===== config.mk =====
export PLATFORM = sky130hd
export DESIGN_NAME = trap_ctrl
export DESIGN_NICKNAME = d
export VERILOG_FILES = /design/src/rtl/trap_pkg.sv /design/src/rtl/irq_prio_enc.sv /design/src/rtl/trap_ctrl.sv
export SDC_FILE = /design/constraint.sdc
export NUM_CORES = 1
export LEC_CHECK = 0
export ABC_AREA = 1
export CAP_MARGIN = 0
export CORE_UTILIZATION = 30
export DETAILED_ROUTE_END_ITERATION = 10
export SLEW_MARGIN = 25
export SYNTH_ARGS = -nofsm -noshare
export SYNTH_HDL_FRONTEND = slang
export SYNTH_SLANG_ARGS = --single-unit

===== constraint.sdc =====
create_clock -name clk -period 2.5 [get_ports clk]
set_input_delay 0.375 -clock clk [delete_from_list [all_inputs] [get_ports clk]]
set_output_delay 0.375 -clock clk [all_outputs]
set_load 0.05 [all_outputs]

===== src/rtl/trap_pkg.sv =====
// Shared constants and FSM state type for the machine-mode trap controller.
package trap_pkg;

  localparam logic [11:0] CSR_MSTATUS = 12'h300;
  localparam logic [11:0] CSR_MEPC    = 12'h341;
  localparam logic [11:0] CSR_MCAUSE  = 12'h342;

  localparam logic [31:0] INST_ECALL  = 32'h0000_0073;
  localparam logic [31:0] INST_EBREAK = 32'h0010_0073;
  localparam logic [31:0] INST_MRET   = 32'h3020_0073;

  localparam int CAUSE_EBREAK = 3;
  localparam int CAUSE_ECALL  = 11;

  localparam int MSTATUS_MIE    = 3;
  localparam int MSTATUS_MPIE   = 7;
  localparam int MSTATUS_MPP_LO = 11;
  localparam int MSTATUS_MPP_HI = 12;

  typedef enum logic [2:0] {
    ST_IDLE       = 3'd0,
    ST_WR_MEPC    = 3'd1,
    ST_WR_MSTATUS = 3'd2,
    ST_WR_MCAUSE  = 3'd3,
    ST_TRAP_JUMP  = 3'd4,
    ST_MRET_WR    = 3'd5,
    ST_MRET_JUMP  = 3'd6
  } trap_state_e;

endpackage


===== src/rtl/irq_prio_enc.sv =====
// Lowest-index-wins priority encoder over the masked interrupt lines.
module irq_prio_enc #(
  parameter int NUM_IRQ = 8,
  parameter int IDX_W   = (NUM_IRQ > 1) ? $clog2(NUM_IRQ) : 1
) (
  input  logic [NUM_IRQ-1:0] req,
  output logic               valid,
  output logic [IDX_W-1:0]   idx
);

  // Scan downward so the last hit, i.e. the lowest set line, is what remains.
  always_comb begin
    valid = |req;
    idx   = '0;
    for (int i = NUM_IRQ - 1; i >= 0; i--) begin
      if (req[i]) idx = IDX_W'(i);
    end
  end

endmodule


===== src/rtl/trap_ctrl.sv =====
// Machine-mode trap controller: arbitrates ECALL/EBREAK/irq/MRET in ID,
// sequences the mepc/mstatus/mcause writes and issues a one-cycle redirect.
//
//   state         | meaning
//   --------------+----------------------------------------------
//   ST_IDLE       | waiting; requests evaluated combinationally
//   ST_WR_MEPC    | write captured epc to mepc
//   ST_WR_MSTATUS | trap-entry mstatus update (MPIE<=MIE, MIE<=0, MPP<=M)
//   ST_WR_MCAUSE  | write captured cause to mcause
//   ST_TRAP_JUMP  | redirect to handler target
//   ST_MRET_WR    | return mstatus update (MIE<=MPIE, MPIE<=1)
//   ST_MRET_JUMP  | redirect to mepc
module trap_ctrl
  import trap_pkg::*;
#(
  parameter int NUM_IRQ        = 8,
  parameter int XLEN           = 32,
  parameter int IRQ_CAUSE_BASE = 16,
  parameter bit VECTORED_EN    = 1'b1
) (
  input  logic               clk,
  input  logic               rst,
  input  logic [NUM_IRQ-1:0] irq_pending,
  input  logic [NUM_IRQ-1:0] irq_mask,
  input  logic [31:0]        inst,
  input  logic [XLEN-1:0]    inst_pc,
  input  logic               jump_flag,
  input  logic [XLEN-1:0]    jump_addr,
  input  logic [XLEN-1:0]    csr_mtvec,
  input  logic [XLEN-1:0]    csr_mepc,
  input  logic [XLEN-1:0]    csr_mstatus,
  output logic               stall_o,
  output logic               csr_we,
  output logic [11:0]        csr_waddr,
  output logic [XLEN-1:0]    csr_wdata,
  output logic               trap_assert,
  output logic [XLEN-1:0]    trap_addr,
  output logic               busy
);

  localparam int IDX_W = (NUM_IRQ > 1) ? $clog2(NUM_IRQ) : 1;

  trap_state_e     state_q, state_d;
  logic [XLEN-1:0] epc_q, epc_d;
  logic [XLEN-1:0] cause_q, cause_d;
  logic [XLEN-1:0] target_q, target_d;

  logic [NUM_IRQ-1:0] irq_req;
  logic               irq_valid;
  logic [IDX_W-1:0]   irq_idx;

  assign irq_req = irq_pending & irq_mask;

  irq_prio_enc #(
    .NUM_IRQ (NUM_IRQ),
    .IDX_W   (IDX_W)
  ) u_irq_prio_enc (
    .req   (irq_req),
    .valid (irq_valid),
    .idx   (irq_idx)
  );

  logic            is_ecall, is_ebreak, sync_req, async_req, mret_req;
  logic            idle, any_req;
  logic [XLEN-1:0] irq_code, mtvec_base, irq_target;
  logic            vec_mode;

  assign is_ecall  = (inst == INST_ECALL);
  assign is_ebreak = (inst == INST_EBREAK);
  assign sync_req  = is_ecall | is_ebreak;
  assign async_req = csr_mstatus[MSTATUS_MIE] & irq_valid;
  assign mret_req  = (inst == INST_MRET);
  assign idle      = (state_q == ST_IDLE);
  assign any_req   = sync_req | async_req | mret_req;

  assign irq_code   = XLEN'(IRQ_CAUSE_BASE) + XLEN'(irq_idx);
  assign mtvec_base = {csr_mtvec[XLEN-1:2], 2'b00};
  assign vec_mode   = VECTORED_EN && (csr_mtvec[1:0] == 2'b01);
  // Vectored offset wraps naturally at XLEN bits.
  assign irq_target = vec_mode ? (mtvec_base + (irq_code << 2)) : mtvec_base;

  assign busy    = ~idle;
  assign stall_o = busy | (idle & any_req);

  function automatic logic [XLEN-1:0] mstatus_enter(input logic [XLEN-1:0] ms);
    logic [XLEN-1:0] r;
    r = ms;
    r[MSTATUS_MPIE] = ms[MSTATUS_MIE];
    r[MSTATUS_MIE]  = 1'b0;
    r[MSTATUS_MPP_HI:MSTATUS_MPP_LO] = 2'b11;
    return r;
  endfunction

  function automatic logic [XLEN-1:0] mstatus_return(input logic [XLEN-1:0] ms);
    logic [XLEN-1:0] r;
    r = ms;
    r[MSTATUS_MIE]  = ms[MSTATUS_MPIE];
    r[MSTATUS_MPIE] = 1'b1;
    return r;
  endfunction

  always_comb begin
    state_d  = state_q;
    epc_d    = epc_q;
    cause_d  = cause_q;
    target_d = target_q;
    unique case (state_q)
      ST_IDLE: begin
        if (sync_req) begin
          epc_d    = inst_pc;
          cause_d  = is_ecall ? XLEN'(CAUSE_ECALL) : XLEN'(CAUSE_EBREAK);
          target_d = mtvec_base;
          state_d  = ST_WR_MEPC;
        end else if (async_req) begin
          epc_d             = jump_flag ? jump_addr : inst_pc;
          cause_d           = irq_code;
          cause_d[XLEN-1]   = 1'b1;
          target_d          = irq_target;
          state_d           = ST_WR_MEPC;
        end else if (mret_req) begin
          state_d = ST_MRET_WR;
        end
      end
      ST_WR_MEPC:    state_d = ST_WR_MSTATUS;
      ST_WR_MSTATUS: state_d = ST_WR_MCAUSE;
      ST_WR_MCAUSE:  state_d = ST_TRAP_JUMP;
      ST_TRAP_JUMP:  state_d = ST_IDLE;
      ST_MRET_WR:    state_d = ST_MRET_JUMP;
      ST_MRET_JUMP:  state_d = ST_IDLE;
      default:       state_d = ST_IDLE;
    endcase
  end

  always_ff @(posedge clk or posedge rst) begin
    if (rst) begin
      state_q  <= ST_IDLE;
      epc_q    <= '0;
      cause_q  <= '0;
      target_q <= '0;
    end else begin
      state_q  <= state_d;
      epc_q    <= epc_d;
      cause_q  <= cause_d;
      target_q <= target_d;
    end
  end

  // Moore decode; mstatus/mepc are read live in the state that uses them.
  always_comb begin
    csr_we      = 1'b0;
    csr_waddr   = '0;
    csr_wdata   = '0;
    trap_assert = 1'b0;
    trap_addr   = '0;
    unique case (state_q)
      ST_WR_MEPC: begin
        csr_we    = 1'b1;
        csr_waddr = CSR_MEPC;
        csr_wdata = epc_q;
      end
      ST_WR_MSTATUS: begin
        csr_we    = 1'b1;
        csr_waddr = CSR_MSTATUS;
        csr_wdata = mstatus_enter(csr_mstatus);
      end
      ST_WR_MCAUSE: begin
        csr_we    = 1'b1;
        csr_waddr = CSR_MCAUSE;
        csr_wdata = cause_q;
      end
      ST_TRAP_JUMP: begin
        trap_assert = 1'b1;
        trap_addr   = target_q;
      end
      ST_MRET_WR: begin
        csr_we    = 1'b1;
        csr_waddr = CSR_MSTATUS;
        csr_wdata = mstatus_return(csr_mstatus);
      end
      ST_MRET_JUMP: begin
        trap_assert = 1'b1;
        trap_addr   = csr_mepc;
      end
      default: ;
    endcase
  end

endmodule


==> key figures <==
Placed design
  – Post-Place Worst Slack: -439 ps
  – Post-DP HPWL: 16.8 mm
  – PortBufs: 283
  – Routability Congestion: about 0.9

Timing
  – Final period util: ~95%
  – Worst-margin pin slew: approximately 700 ps
  – Slew margin rel.: between 50 and 60%
  – Setup TNS Final: 0 ps
  – Number of setup violations in the final report: 0
  – RSZ-0062 raised after global routing: true
  – Fmax: roughly 420 MHz
  – Fin worst setup slack: between 100 and 150 ps
  – Fin crit period: 2380 ps
  – Fin. Hold Viols: 0
  – Clock skew: roughly 6 ps
  – Slew Limit Fails: 0

Pwr
  – Seq pwr share: between 10% and 20%
  – Maximum VDD drop: around 0.85 mV
  – Part of the power in combinational logic: 67.4%
  – Total power: 10.0 mW
  – Clock Power Share: between 10 and 15%
  – Switch share: approximately 46%
  – P per Cell Area: 1020 nW/µm²
  – Switching power: approximately 4.7 mW
  – Lkg Pwr: 4.74 nW
  – Internal power: 5.38 mW

Synthesis
  – Count of different cell masters after synthesis: 27
  – Warnings, synthesis: 0
  – Post-synth EDFFs: 0
  – Yosys top cell area share: between 30% and 40%
  – Synth Flop Type: dfrtp_1
  – Async SR Flop Fraction: 100%
  – Commonest cells in the netlist: nand2_1, nand3_1, inv_1
  – Yosys reg bits: 70
  – Cell with the most instances after synthesis: nand2_1
  – Syn_area_per_cell: between 6 and 7 µm²
  – Register area share after synthesis: 32.4%
  – Synthesized cell area: roughly 5400 µm²
  – Top cells by area, synth: dfrtp_1, nand2_1, nand3_1, inv_1, o211ai_1
  – Yosys top cell by area: dfrtp_1
  – Post-Syn Instances: 866

Worst setup path
  – Worst r2r src: state_q[1]$_DFFE_PP0P_
  – WP data required: between 2000 and 3000 ps
  – Nature of the critical path startpoint: input port
  – Worst Path Max Fanout: 4
  – Critical Path Sink: target_q[28]$_DFFE_PP0P_
  – Crit path top cell by count: nand2_1
  – CP Depth: 21
  – R2r setup slk: 620 ps
  – WS Path Type: in -> reg
  – Worst path max stage delay: 460 ps
  – Top delay family on crit path: simple AND/OR/NAND/NOR gates
  – Crit end category: flop
  – Reg2reg path depth: 7
  – Worst path buffer plus inverter count: 4
  – Critical Path AT: approximately 2600 ps
  – Worst r2r dst: target_q[6]$_DFFE_PP0P_
  – Worst setup path start: irq_mask[6]
  – Critical-path cell list: clkdlybuf4s50_1, nand2_1, nand3_1, nand2_1, nand2_1, nand2_1, nand2_1, nand2_1, nand2_2, inv_2, ha_4, fa_2, nand3_4, nand3_4, inv_4, nor2_4, buf_4, nand4_1, nand2_1, nand3_1, nand2_1
  – Worst path slowest cell: clkdlybuf4s50_1

Clock tree
  – Worst-path clk slew: 60 ps
  – CTS Hold Buffers Added: 0
  – CTS Buf Count: 9
  – Root Driver: clkbuf_16
  – H-tree depth: 3
  – Clk sink count: 70
  – Clk buf depth: 2
  – Clock Latency Late Sink: around 340 ps
  – CTS tree: built

Die
  – Initial Utilization: 31.0%
  – Core area: 17400 µm²
  – IO Pins: 291
  – Row count: 48
  – Die Width: 136 µm
  – Die area: around 19000 µm²
  – Die Y: between 100 and 150 µm

Route
  – Vias: approximately 6700
  – Post-route DRC violation count: 0
  – Drt initial violations: ~380
  – Antenna-violating nets left: 0
  – Drt total wl: roughly 21 mm
  – Wire per inst: between 15 and 20 µm
  – Vias per std cell: about 4.8
  – Drt first pass iters: 5

Finish
  – Area grow syn2layout: 83.0%
  – Nets: about 1400
  – Share of cells above drive strength 1: roughly 15%
  – Fillers: between 1500 and 2000
  – Ant. Diodes: 0

Job
  – Max Cap Viol: 0

Global routing
  – Largest net degree at the start of global routing: between 60 and 70
  – Total grt overflow: 0
  – Vias in the first global route: about 6000
  – GRT Util Overall: about 23%
  – Antenna violations before repair: 0
  – First-pass GRT wire length: 32.7 mm

Outcome
  – Status: complete, no violations

Worst hold path
  – Worst hold path class: in -> async
stage by stage:
step | cell area (µm²) | std cells | util [%] | hold WS, ps
floorplan | 5430 | 872 | - | 442
global placement | 9400 | 1369 | 54.0 | 463
detailed placement | 9400 | 1369 | 54.0 | 467
CTS | 9710 | 1385 | 55.7 | 379
global route | 9880 | 1387 | 56.7 | 392
finish | 9880 | 1387 | 56.7 | 364
kinds of logic (layout without fill, tap and decap cells):
family	Yosys count	in the layout	share of synthesized area, %
and+or+nand+nor	533	533	41.5
buffers and inverters	163	453	12.5
AOI/OAI and AO/OA	93	93	12.1
DFF	70	70	32.4
adders and majority gates	4	4	1.07
xor gates and xnor gates	2	2	0.324
other	1	7	0.0694
worst min-delay path by stage:
stage          cells past startpoint                      end              startpoint  slack (ps)
3_5_place_dp                       2     epc_q[1]$_DFFE_PP0P_    epc_q[1]$_DFFE_PP0P_         470
3_3_place_gp                       2     epc_q[3]$_DFFE_PP0P_    epc_q[3]$_DFFE_PP0P_         460
2_1_floorplan                      2   cause_q[3]$_DFFE_PP0P_  cause_q[3]$_DFFE_PP0P_         440
5_1_grt                            2  target_q[2]$_DFFE_PP0P_                     rst         390
4_1_cts                            2  target_q[2]$_DFFE_PP0P_                     rst         380
6_report                           2  target_q[3]$_DFFE_PP0P_                     rst         360
flip-flops by register name, indices dropped and copies added (netlist names):
signal / cells
target_q: 30
epc_q: 32
cause_q: 5
state_q: 3
area by class of cell:
| cell class | instances | area [µm²] | share of cell area [%] |
|---|---|---|---|
| Clock buffer | 10 | 229 | 2.32 |
| Clock inverter | 6 | 62.6 | 0.633 |
| Inverter | 115 | 434 | 4.39 |
| Multi-Input combinational cell | 639 | 3190 | 32.3 |
| Sequential cell | 70 | 1750 | 17.7 |
| Tap cell | 225 | 282 | 2.85 |
| Timing Repair Buffer | 322 | 3940 | 39.8 |
power by group through the flow:
stage	Sequential [mW]	Clock (mW)	Combinational, mW
final	1.99	1.28	6.77
after global routing	2.05	1.38	7.19
after CTS	1.99	1.31	6.80
after detailed placement	2.00	0	6.78
after global placement	2.00	0	6.74
after floorplan	1.87	0	3.57
layout by cell type, fill, tap and decap left out, types with 4 or more instances in the layout:
| master | Yosys | final |
|---|---|---|
| dfrtp_1 | 70 | 69 |
| o21ai_0 | 20 | 20 |
| nand4_1 | 30 | 30 |
| nor2_1 | 67 | 58 |
| buf_4 | 9 | 32 |
| o211ai_1 | 36 | 36 |
| conb_1 | 1 | 7 |
| inv_1 | 114 | 110 |
| nor3_1 | 7 | 7 |
| buf_12 | 0 | 79 |
| inv_2 | 1 | 4 |
| clkbuf_16 | 0 | 9 |
| o21ai_1 | 5 | 4 |
| nand3_2 | 0 | 4 |
| nand2_2 | 3 | 13 |
| nor2_2 | 2 | 8 |
| nand2_1 | 308 | 297 |
| nand3_1 | 115 | 109 |
| clkdlybuf4s50_1 | 0 | 210 |
| a22o_1 | 23 | 23 |
routing by layer:
| metal | GRT usage (%) | vias to the layer above | wire length [µm] |
|---|---|---|---|
| li1 | - | 3373 | - |
| met1 | 31.3 | 3051 | 9580 |
| met2 | 37.1 | 237 | 10200 |
| met3 | 3.95 | 23 | 1240 |
| met4 | 6.79 | 0 | 299 |
| met5 | 0 | - | 0 |
what timing repair did:
item | CTS | global route
setup endpoints to repair | 10 | 53
pin swaps | 0 | 9
setup buffers | 0 | 2
gates resized for setup | 4 | 40
No activity file was read; power rests on OpenSTA's default activity.
